### config.mk
export PLATFORM = sky130hd
export DESIGN_NAME = dmem_arbiter
export DESIGN_NICKNAME = d
export VERILOG_FILES = /design/src/rtl/dmem_arbiter.sv
export SDC_FILE = /design/constraint.sdc
export NUM_CORES = 1
export LEC_CHECK = 0
export CORE_AREA = 2 2 106 108
export DETAILED_ROUTE_END_ITERATION = 16
export DIE_AREA = 0 0 108 110
export SYNTH_ARGS = -nofsm -noshare
export SYNTH_HDL_FRONTEND = slang
export SYNTH_SLANG_ARGS = --single-unit
### constraint.sdc
create_clock -name clk -period 3.5 [get_ports clk]
set_clock_uncertainty 0.05 [all_clocks]
set_input_delay 0.7 -clock clk [delete_from_list [all_inputs] [get_ports clk]]
set_output_delay 0.7 -clock clk [all_outputs]
set_load 0.03 [all_outputs]
### src/rtl/dmem_arbiter.sv
// Two-port arbiter in front of a single-port data RAM: round-robin with a bounded lock,
// and read results steered back to their issuer after the RAM read latency.
module dmem_arbiter #(
    parameter int ADDR_W   = 8,
    parameter int DATA_W   = 32,
    parameter int READ_LAT = 1,
    parameter int MAX_LOCK = 4
) (
    input  logic              clk,
    input  logic              reset,
    input  logic              req0,
    input  logic              req1,
    input  logic              we0,
    input  logic              we1,
    input  logic              lock0,
    input  logic              lock1,
    input  logic [31:0]       addr0,
    input  logic [31:0]       addr1,
    input  logic [DATA_W-1:0] wdata0,
    input  logic [DATA_W-1:0] wdata1,
    output logic              gnt0,
    output logic              gnt1,
    output logic              rvalid0,
    output logic              rvalid1,
    output logic [DATA_W-1:0] rdata0,
    output logic [DATA_W-1:0] rdata1,
    output logic [ADDR_W-1:0] mem_address,
    output logic [DATA_W-1:0] mem_data,
    output logic              mem_wren,
    input  logic [DATA_W-1:0] mem_q
);

    localparam int CNT_W = $clog2(MAX_LOCK + 1);

    typedef enum logic [1:0] {ARB, LOCK0, LOCK1} state_t;

    state_t             state;
    logic               last;
    logic [CNT_W-1:0]   lock_cnt;
    logic               at_limit;
    logic               granted;
    logic               win;
    logic               win_lock;
    logic               other_req;
    logic               owner_match;
    logic               push_vld;
    logic [READ_LAT-1:0] rd_vld_p;
    logic [READ_LAT-1:0] rd_port_p;
    logic               unused_addr_bits;

    function automatic logic [CNT_W-1:0] sat_inc(input logic [CNT_W-1:0] c);
        return (c == CNT_W'(MAX_LOCK)) ? c : c + 1'b1;
    endfunction

    assign at_limit = (lock_cnt == CNT_W'(MAX_LOCK));

    always_comb begin
        gnt0 = 1'b0;
        gnt1 = 1'b0;
        if (reset) begin
            if (req0 && !req1) begin
                gnt0 = 1'b1;
            end else if (req1 && !req0) begin
                gnt1 = 1'b1;
            end else if (req0 && req1) begin
                case (state)
                    LOCK0: begin
                        gnt0 = !at_limit;
                        gnt1 = at_limit;
                    end
                    LOCK1: begin
                        gnt1 = !at_limit;
                        gnt0 = at_limit;
                    end
                    default: begin
                        gnt0 = last;
                        gnt1 = !last;
                    end
                endcase
            end
        end
    end

    assign granted     = gnt0 | gnt1;
    assign win         = gnt1;
    assign win_lock    = win ? lock1 : lock0;
    assign other_req   = win ? req0 : req1;
    assign owner_match = (state == LOCK0 && !win) || (state == LOCK1 && win);

    // RAM drive: with no grant, port 0 is presented and the write strobe is held low
    assign mem_address = gnt1 ? addr1[ADDR_W+1:2] : addr0[ADDR_W+1:2];
    assign mem_data    = gnt1 ? wdata1 : wdata0;
    assign mem_wren    = (gnt1 & we1) | (gnt0 & we0);

    assign unused_addr_bits = ^{addr0[31:ADDR_W+2], addr0[1:0], addr1[31:ADDR_W+2], addr1[1:0]};

    always_ff @(posedge clk) begin
        if (!reset) begin
            state    <= ARB;
            last     <= 1'b1;
            lock_cnt <= '0;
        end else if (!granted) begin
            state    <= ARB;
            lock_cnt <= '0;
        end else begin
            last <= win;
            if (win_lock) begin
                state <= win ? LOCK1 : LOCK0;
                if (!owner_match) begin
                    lock_cnt <= '0;
                end else if (other_req) begin
                    lock_cnt <= sat_inc(lock_cnt);
                end
            end else begin
                state    <= ARB;
                lock_cnt <= '0;
            end
        end
    end

    // Read-tag pipeline stage p0 .. p(READ_LAT-1): tail aligns with mem_q
    assign push_vld = granted & ~(win ? we1 : we0);

    always_ff @(posedge clk) begin
        if (!reset) begin
            rd_vld_p <= '0;
        end else begin
            rd_vld_p[0] <= push_vld;
            for (int i = 1; i < READ_LAT; i++) begin
                rd_vld_p[i] <= rd_vld_p[i-1];
            end
        end
    end

    always_ff @(posedge clk) begin
        rd_port_p[0] <= win;
        for (int i = 1; i < READ_LAT; i++) begin
            rd_port_p[i] <= rd_port_p[i-1];
        end
    end

    assign rvalid0 = reset & rd_vld_p[READ_LAT-1] & ~rd_port_p[READ_LAT-1];
    assign rvalid1 = reset & rd_vld_p[READ_LAT-1] &  rd_port_p[READ_LAT-1];
    assign rdata0  = mem_q;
    assign rdata1  = mem_q;

endmodule

# After elaboration in Yosys (flattened, before gate mapping)
# Index checks and enable logic that the tools add are counted.
# word_totals
elab_cells	50
register_bits	8
# classes
bitwise	11
reduce_logical	14
add_sub_neg	1
n_eq_ne	3
muxes	16
# ops
op	count
$mux W32	1
$mux W1	11
$mux W8	1
$and A1 B1 Y1	6
$logic_and A1 B1 Y1	5
$logic_not A1 Y1	5
$pmux W1 S2	2
$reduce_and A4 Y1	1
$add A3 B1 Y3 const B	1
$eq A3 B3 Y1 const B	1
$not A1 Y1	3
$reduce_and A3 Y1	1
$eq A2 B1 Y1 const B	1
$eq A2 B2 Y1 const B	1
$mux W2	1
$or A1 B1 Y1	2
$reduce_and A2 Y1	1
$logic_or A1 B1 Y1	1

# Longest topological paths before layout
# Gate-level depths: netlist of run 1.
# depth
word_depth	11
ltp_mapped	8
depth_no_buf	7

# Least setup slack after synthesis of run 1
# Ideal clock, no wire load.
# synth_timing
path_kind	flip-flop to output port
start	register state[0]
end	output port mem_wren
path_slack_ps	80
stages_incl_launch_ff	7
t_required_ps	2750
arrival_ps	2670
n_path_buf	0
path_cell_list	dfxtp_1 -> inv_1 -> ha_1 -> nor2b_1 -> o41ai_1 -> nand2_1 -> o21ai_0
# synth_between
elab_chain_len	8
# synth_rtl
element	line_no	source
start, declared	37	state_t state;
start signal, assigned	108	state <= win ? LOCK1 : LOCK0;
$eq A2 B2 Y1 or $eq A2 B1 Y1 (tied branches)	66	case (state)
$pmux W1 S2 (*)	66	
$mux W1 (*)	65	end else if (req0 && req1) begin
$mux W1 (*)	63	end else if (req1 && !req0) begin
$mux W1 (*)	61	if (req0 && !req1) begin
$mux W1 (*)	60	if (reset) begin
net gnt0	21	output logic gnt0,
$and A1 B1 Y1 (*)	93	assign mem_wren = (gnt1 & we1) | (gnt0 & we0);
$or A1 B1 Y1 (*)	93	
end, declared	29	output logic mem_wren,
# The timed path passes the listed nets; every way through them passes the cells marked *.

# Worst setup path after layout of run 1
# layout_timing
start	register state[0]
end	output port mem_data[9]
# layout_between
elab_chain_len	7
# layout_rtl
element	line_no	source
$eq A2 B2 Y1 or $eq A2 B1 Y1 (tied branches)	66	
$pmux W1 S2 (*)	66	
$mux W1 (*)	65	
$mux W1 (*)	63	
$mux W1 (*)	61	
$mux W1 (*)	60	
$mux W32 (*)	92	assign mem_data = gnt1 ? wdata1 : wdata0;
end, declared	28	output logic [DATA_W-1:0] mem_data,
# Mark *: on every way between the ends. The rest lies on a longest branch, timed or not.

==> impl_results.md, run 1 <==
* Setup TNS at 0 ns
* I/O Pins at 277
* Number of synthesized register bits at 8
* CP max stage cell: a2111o_1
* Worst hold path class: flip-flop to flip-flop
* CP Cell Sequence: inv_1 -> ha_2 -> and4b_1 -> a2111o_1 -> nand2_4 -> buf_12 -> mux2_2 -> dlygate4sd2_1
* Commonest non-fill, non-tap cell in the layout: clkdlybuf4s50_1
* Total number of vias at between 1,000 and 1,500
* Number of remaining DRC errors at 0
* Main flop type after synthesis: dfxtp_1
* Setup ws final at 0.1117 ns
* Leak at approximately 1.0 nW
* NetSw at between 0.00015 and 0.0002 W
* Slew Viols, Final at 0
* Met3 wire len at 529 um
* Max cap viols at 0
* Num CTS Buffers at 3
* Final setup fails at 0
* Worst r2r dst: rd_vld_p$_SDFF_PN0_
* Class of the most critical setup path: flip-flop to output pin
* Most frequent cells in the layout: clkdlybuf4s50_1 (89), mux2_2 (40), dlygate4sd2_1 (34)
* Sink Count at 8
* GRT overflow at 0
* Worst skew pair latency at 0.23 ns
* FF-to-FF Start: state[0]$_SDFF_PN0_
* # port buffers at 132
* Initial Util at 13.79%
* RSZ-0062 raised after global routing: false
* Status: finished, final reports clean
* R2R Setup Slk at 1.26 ns
* Core Util, Final at 23.37%
* Drt first pass iters at 4
* Core ar. at between 10,000 and 15,000 sq um
* Hold_sp: last$_SDFFE_PN1P_
* Top area cells in the synthesized netlist: buf_4 (33%), mux2_2 (31%), dfxtp_1 (11%)
* GP Congestion at 0.8057
* CP delay by family, top: buffers and inverters
* Final Hold Fails at 0
* Clk slew on worst S/H paths at 0.04 ns
* Die Ht at 110 um
* Wl on met1 at just over 2 mm
* Synth top area share at 32.57%
* Placed cell area at 2509 sq um
* VDD IR-drop max at between 0.1 and 0.15 mV
* Synth Instances at 167
* Max incr delay on CP at 0.43 ns
* Worst rel slew slack at around three quarters
* NumNets Final at approximately 420
* Critical Path End Type: output pin
* Final Power at 0.0005372 W
* Part of the Yosys area used for sequential elements at 10.86%
* H-tree depth at 1
* Final Critical Period at 3.388 ns
* Die X at 108 um
* Pin count of the biggest net entering global routing at 32
* Final Cycle Share at 96.81%
* Final instance area at 2500 sq um
* Hold depth at 2
* Int Power at 0.0003469 W
* Clock Path Buffers at 2
* Die area at approximately 12,000 sq um
* Post-synth top area cell: buf_4
* Dpl ws at -0.1313 ns
* Post-Route WL at 4.980 mm
* Wire per inst at between 10 and 15 um
* Ant. Diodes at 0
* PD cells at 214.9 nW/um^2
* Startpoint types: flip-flop
* DR WL met2 at 2.280 mm
* Net Sw Frac at 35.43%
* Iter 0 DRT Violations at 25
* Avg Synthesized Cell Area at 8.833 sq um
* Filler cells at 1,181
* DR top layer: met4
* Critical Path AT at 2.64 ns
* Initial antenna violation count at 0
* CTS tree: yes
* Req. time, crit path at ~2.8 ns
* Post-DP HPWL at 4.291 mm
* Synthesized area at 1475 sq um
* ANT nets after route at 0
* Clock group share of total power at 20.5%
* Postcts setup bufs at 0
* First-pass GRT wire length at 7.134 mm
* Hold worst-path end: last$_SDFFE_PN1P_
* Area Growth Syn to Fin at 69.47%
* Register-to-Register Path Depth at 9
* Post-synth EDFFs at 0
* Vias in the first global route at 1,430
* Rows at 38
* Hold buffers post-CTS at 0
* Syn Nets at 339
* Library cells used by synthesis at 29
* Crit path buf inv count at 3
* Clock tree root buffer cell: clkbuf_8
* Overall routing resource usage at 7.740%
* Worst slew pin tran at approximately 0.37 ns
* Share of post-route cells with drive strength above 1 at 26.34%
* Crit-path max FO at 31
* Share of synthesized registers carrying an async set or reset at 0%
* Vias/cell at 3.587
* Synthesis Warnings at 0
* Highest clock rate at a little under 0.3 GHz
* Seq pwr share at 18.1%
* Combinational Power Share at between 60% and 70%
==> tightest hold or removal path, delay by kind of cell, from the launching register on <==
kind,cells,cell delay [ns]
simple gates,2,0.12
flops,1,0.32
==> worst max path at each step <==
stage,from,end,slack [ns],cells past startpoint
2_1_floorplan,state[0]$_SDFF_PN0_,mem_wren,0.08,6
3_3_place_gp,req0,mem_data[3],-0.13,7
3_5_place_dp,req0,mem_data[3],-0.13,7
4_1_cts,state[0]$_SDFF_PN0_,mem_data[3],0.06,8
5_1_grt,state[0]$_SDFF_PN0_,mem_data[10],0.01,8
6_report,state[0]$_SDFF_PN0_,mem_data[9],0.11,8
==> metrics by stage <==
step | instances | hold WS (ns)
floorplan | 167 | 0.3967
global route | 383 | 0.4691
global placement | 380 | 0.4173
CTS | 383 | 0.4298
finish | 383 | 0.4221
detailed placement | 380 | 0.4202
==> cell usage after synthesis, types with 2 or more instances <==
cell type / n
buf_4: 64
nor2b_1: 2
dfxtp_1: 8
inv_1: 7
a211oi_1: 4
nand3_1: 4
nand2b_1: 3
ha_1: 4
and3_1: 3
mux2i_1: 2
buf_6: 4
mux2_2: 40
nand2_1: 6
==> per-layer routing <==
metal	vias up	global-route usage, %
met5	-	0
met3	17	2.410
met1	597	9.640
met4	0	2.930
met2	100	12.53
li1	660	-
==> power by group through the flow <==
stage	Combinational (W)	Sequential, W	Clock [W]
after floorplan	0.000300	0.0000985	0
after global placement	0.000357	0.0000988	0
after detailed placement	0.000357	0.0000989	0
after CTS	0.000336	0.0000974	0.000113
after global routing	0.000351	0.0000977	0.000117
final	0.000330	0.0000974	0.000110
==> flip-flops by register name, indices dropped and copies added (netlist names) <==
name and flops:
state 2, rd_port_p 1, rd_vld_p 1, last 1
lock_cnt 3
==> final cells by class <==
type	instances	area (sq um)	share of cell area, %
flip-flops and latches	8	160.2	6.406
repair buffers	141	1331	53.25
inverters	8	30.03	1.201
clock buffers	3	41.29	1.652
well taps	140	175.2	7.007
multi-input cells	83	762.0	30.48
==> cells by family (layout without fill, tap and decap cells) <==
logic type                 count (synthesis)  count (layout)  share of synthesized area [%]
muxes                                     42              42                          31.89
AOI/OAI and AO/OA                         11              11                          5.683
and+or+nand+nor                           25              25                          9.924
buffers and inverters                     76             152                          37.66
adders and majority gates                  4               4                          3.393
xor gates and xnor gates                   1               1                         0.5938
DFF                                        8               8                          10.86
==> what timing repair did <==
item,4_1_cts,5_1_grt
endpoints found under the setup margin,36,12
endpoints found under the hold margin,0,0
gates resized for setup,36,5
Note: power is estimated with default switching activity, not from simulation.
==> run 2, diff against run 1 <==
CORE_AREA = 10 10 100 102   (was 2 2 106 108)
DIE_AREA = 0 0 110 112   (was 0 0 108 110)
PLACE_DENSITY_LB_ADDON = 0.1   (was unset)
SKIP_CTS_REPAIR_TIMING = 1   (was unset)
==> run 2 against run 1 <==
Effect of this change:
- cell count shrank 7.8%
- flip-flop and latch count is the same
- setup slack gained 0.081 ns
- cell area shrank 0.20%
- wire length grew 32%
- sequential power is essentially flat
- die area grew 3.7%
- power grew 4.3%
==> impl_results.md, run 2 (same netlist as run 1, synthesis figures left out) <==
* Critical Path Start: state[0]$_SDFF_PN0_ (unchanged)
* GP Congestion at 0.6822 (was 0.8057)
* Clk slew on worst S/H paths at 0.04 ns (about the same)
* Num CTS Buffers at 3 (unchanged)
* Worst r2r dst: rd_vld_p$_SDFF_PN0_ (unchanged)
* Total number of vias at 1,411 (was 1,374)
* Top Registers: lock_cnt: 3 flops, state: 2 flops (unchanged)
* Class of the most critical setup path: flip-flop to output pin (unchanged)
* Worst hold path class: flip-flop to flip-flop (unchanged)
* CTS tree: yes (unchanged)
* Req. time, crit path at 2.75 ns (about the same)
* Crit-path max FO at 6 (was 31)
* Worst hold slack at 0.4381 ns (was 0.4221 ns)
* Core ar. at 8051 sq um (was 10,700 sq um)
* Worst skew pair latency at 0.23 ns (about the same)
* Final setup fails at 0 (unchanged)
* Initial antenna violation count at 0 (unchanged)
* Worst slew pin tran at 0.5076 ns (was 0.3697 ns)
* VDD IR-drop max at 0.1027 mV (was 0.1476 mV)
* Die Ht at 112 um (was 110 um)
* Max cap viols at 0 (unchanged)
* GRT overflow at 0 (unchanged)
* H-tree depth at 1 (unchanged)
* Wire per inst at 18.69 um (was 13.00 um)
* FF-to-FF Start: state[0]$_SDFF_PN0_ (unchanged)
* Clock tree root buffer cell: clkbuf_8 (unchanged)
* Rows at 33 (was 38)
* Final Cycle Share at 94.49% (was 96.81%)
* Clock Path Buffers at 2 (unchanged)
* Max reg flops at 3 (unchanged)
* Drt first pass iters at 3 (was 4)
* ANT nets after route at 0 (unchanged)
* Sink Count at 8 (unchanged)
* NumNets Final at 422 (was 417)
* Vias in the first global route at 1,674 (was 1,430)
* Ant. Diodes at 0 (unchanged)
* Slew Viols, Final at 0 (unchanged)
* Worst rel slew slack at 65.72% (was 75.03%)
* Biggest register: lock_cnt (unchanged)
* Area Growth Syn to Fin at 69.13% (was 69.47%)
* Die X at 110 um (was 108 um)
* Overall routing resource usage at 10.15% (was 7.740%)
* Vias/cell at 3.997 (was 3.587)
* Final Critical Period at 3.307 ns (was 3.388 ns)
* RSZ-0062 raised after global routing: false (unchanged)
* Leak at 1.098 nW (was 1.032 nW)
* Final Hold Fails at 0 (unchanged)
* Status: finished, final reports clean (unchanged)
* Startpoint types: flip-flop (unchanged)
* Highest clock rate at 0.3024 GHz (was 0.2951 GHz)
* Post-DP HPWL at 6.028 mm (was 4.291 mm)
* Initial Util at 18.32% (was 13.79%)
* Die area at 12,320 sq um (was 11,880 sq um)
* R2R Setup Slk at 1.38 ns (was 1.26 ns)
* First-pass GRT wire length at 9.632 mm (was 7.134 mm)
* I/O Pins at 277 (unchanged)
* Commonest non-fill, non-tap cell in the layout: clkdlybuf4s50_1 (unchanged)
* Iter 0 DRT Violations at 15 (was 25)
* Pin count of the biggest net entering global routing at 18 (was 32)
* Setup TNS at 0 ns (unchanged)
* Critical Path End: gnt1 (was mem_data[9])
* Critical Path AT at 2.56 ns (was 2.64 ns)
* Share of post-route cells with drive strength above 1 at 37.90% (was 26.34%)
* Post-Route WL at 6.596 mm (was 4.980 mm)
* Critical Path End Type: output pin (unchanged)
* Number of remaining DRC errors at 0 (unchanged)
* # port buffers at 132 (unchanged)
* Register-to-Register Path Depth at 8 (was 9)
* Most frequent cells in the layout: clkdlybuf4s50_1 (90), buf_4 (47), mux2_2 (40) (was clkdlybuf4s50_1 (89), mux2_2 (40), dlygate4sd2_1 (34))
* PD cells at 224.7 nW/um^2 (was 214.9 nW/um^2)
## run 2: worst max-delay path, stage by stage (launching register included)
cell and delay [ns]:
dfxtp_1 0.32, inv_1 0.05, ha_1 0.35, and4b_1 0.21, a2111o_1 0.44, nand2_4 0.15, buf_4 0.16, inv_2 0.05
clkdlybuf4s50_1 0.60
## run 2: worst min-delay path by stage
| stage | to | from | slack, ns | cells past startpoint |
|---|---|---|---|---|
| 2_1_floorplan | last$_SDFFE_PN1P_ | last$_SDFFE_PN1P_ | 0.40 | 2 |
| 3_3_place_gp | last$_SDFFE_PN1P_ | last$_SDFFE_PN1P_ | 0.42 | 2 |
| 3_5_place_dp | last$_SDFFE_PN1P_ | last$_SDFFE_PN1P_ | 0.43 | 2 |
| 4_1_cts | last$_SDFFE_PN1P_ | last$_SDFFE_PN1P_ | 0.44 | 2 |
| 5_1_grt | last$_SDFFE_PN1P_ | last$_SDFFE_PN1P_ | 0.45 | 2 |
| 6_report | last$_SDFFE_PN1P_ | last$_SDFFE_PN1P_ | 0.44 | 2 |
## run 2: metrics by stage
step | instance area, sq um | total power [W] | utilization [%] | cells | setup WS [ns]
floorplan | 1475 | 0.0003986 | - | 167 | 0.07961
global route | 2495 | 0.0005939 | 30.99 | 353 | 0.04669
detailed placement | 2405 | 0.0004521 | 29.87 | 348 | -0.02315
CTS | 2446 | 0.0005650 | 30.38 | 351 | -0.07138
global placement | 2405 | 0.0004540 | 29.87 | 348 | -0.05922
finish | 2495 | 0.0005605 | 30.99 | 353 | 0.1929
## run 2: report_power, final
part,internal [W],total (W),leakage (nW),switching [W]
Sequential,0.0000956,0.0000975,0.0653,0.00000188
Combinational,0.000193,0.000352,1.01,0.000159
Clock,0.0000745,0.000111,0.0216,0.0000368
## run 2: area by class of cell
type	instances	area, sq um
Multi-Input combinational cell	83	759.5
Tap cell	105	131.4
Inverter	8	30.03
Sequential cell	8	160.2
Clock buffer	3	41.29
Fill cell	870	5557
Timing Repair Buffer	146	1373
## run 2: metal layers
metal / global-route usage, % / up-vias / wire length, um
li1: - / 669 / -
met1: 9.175 / 622 / 2031
met2: 17.48 / 100 / 3317
met3: 7.958 / 20 / 1156
met4: 1.997 / 0 / 91
met5: 0 / - / 0
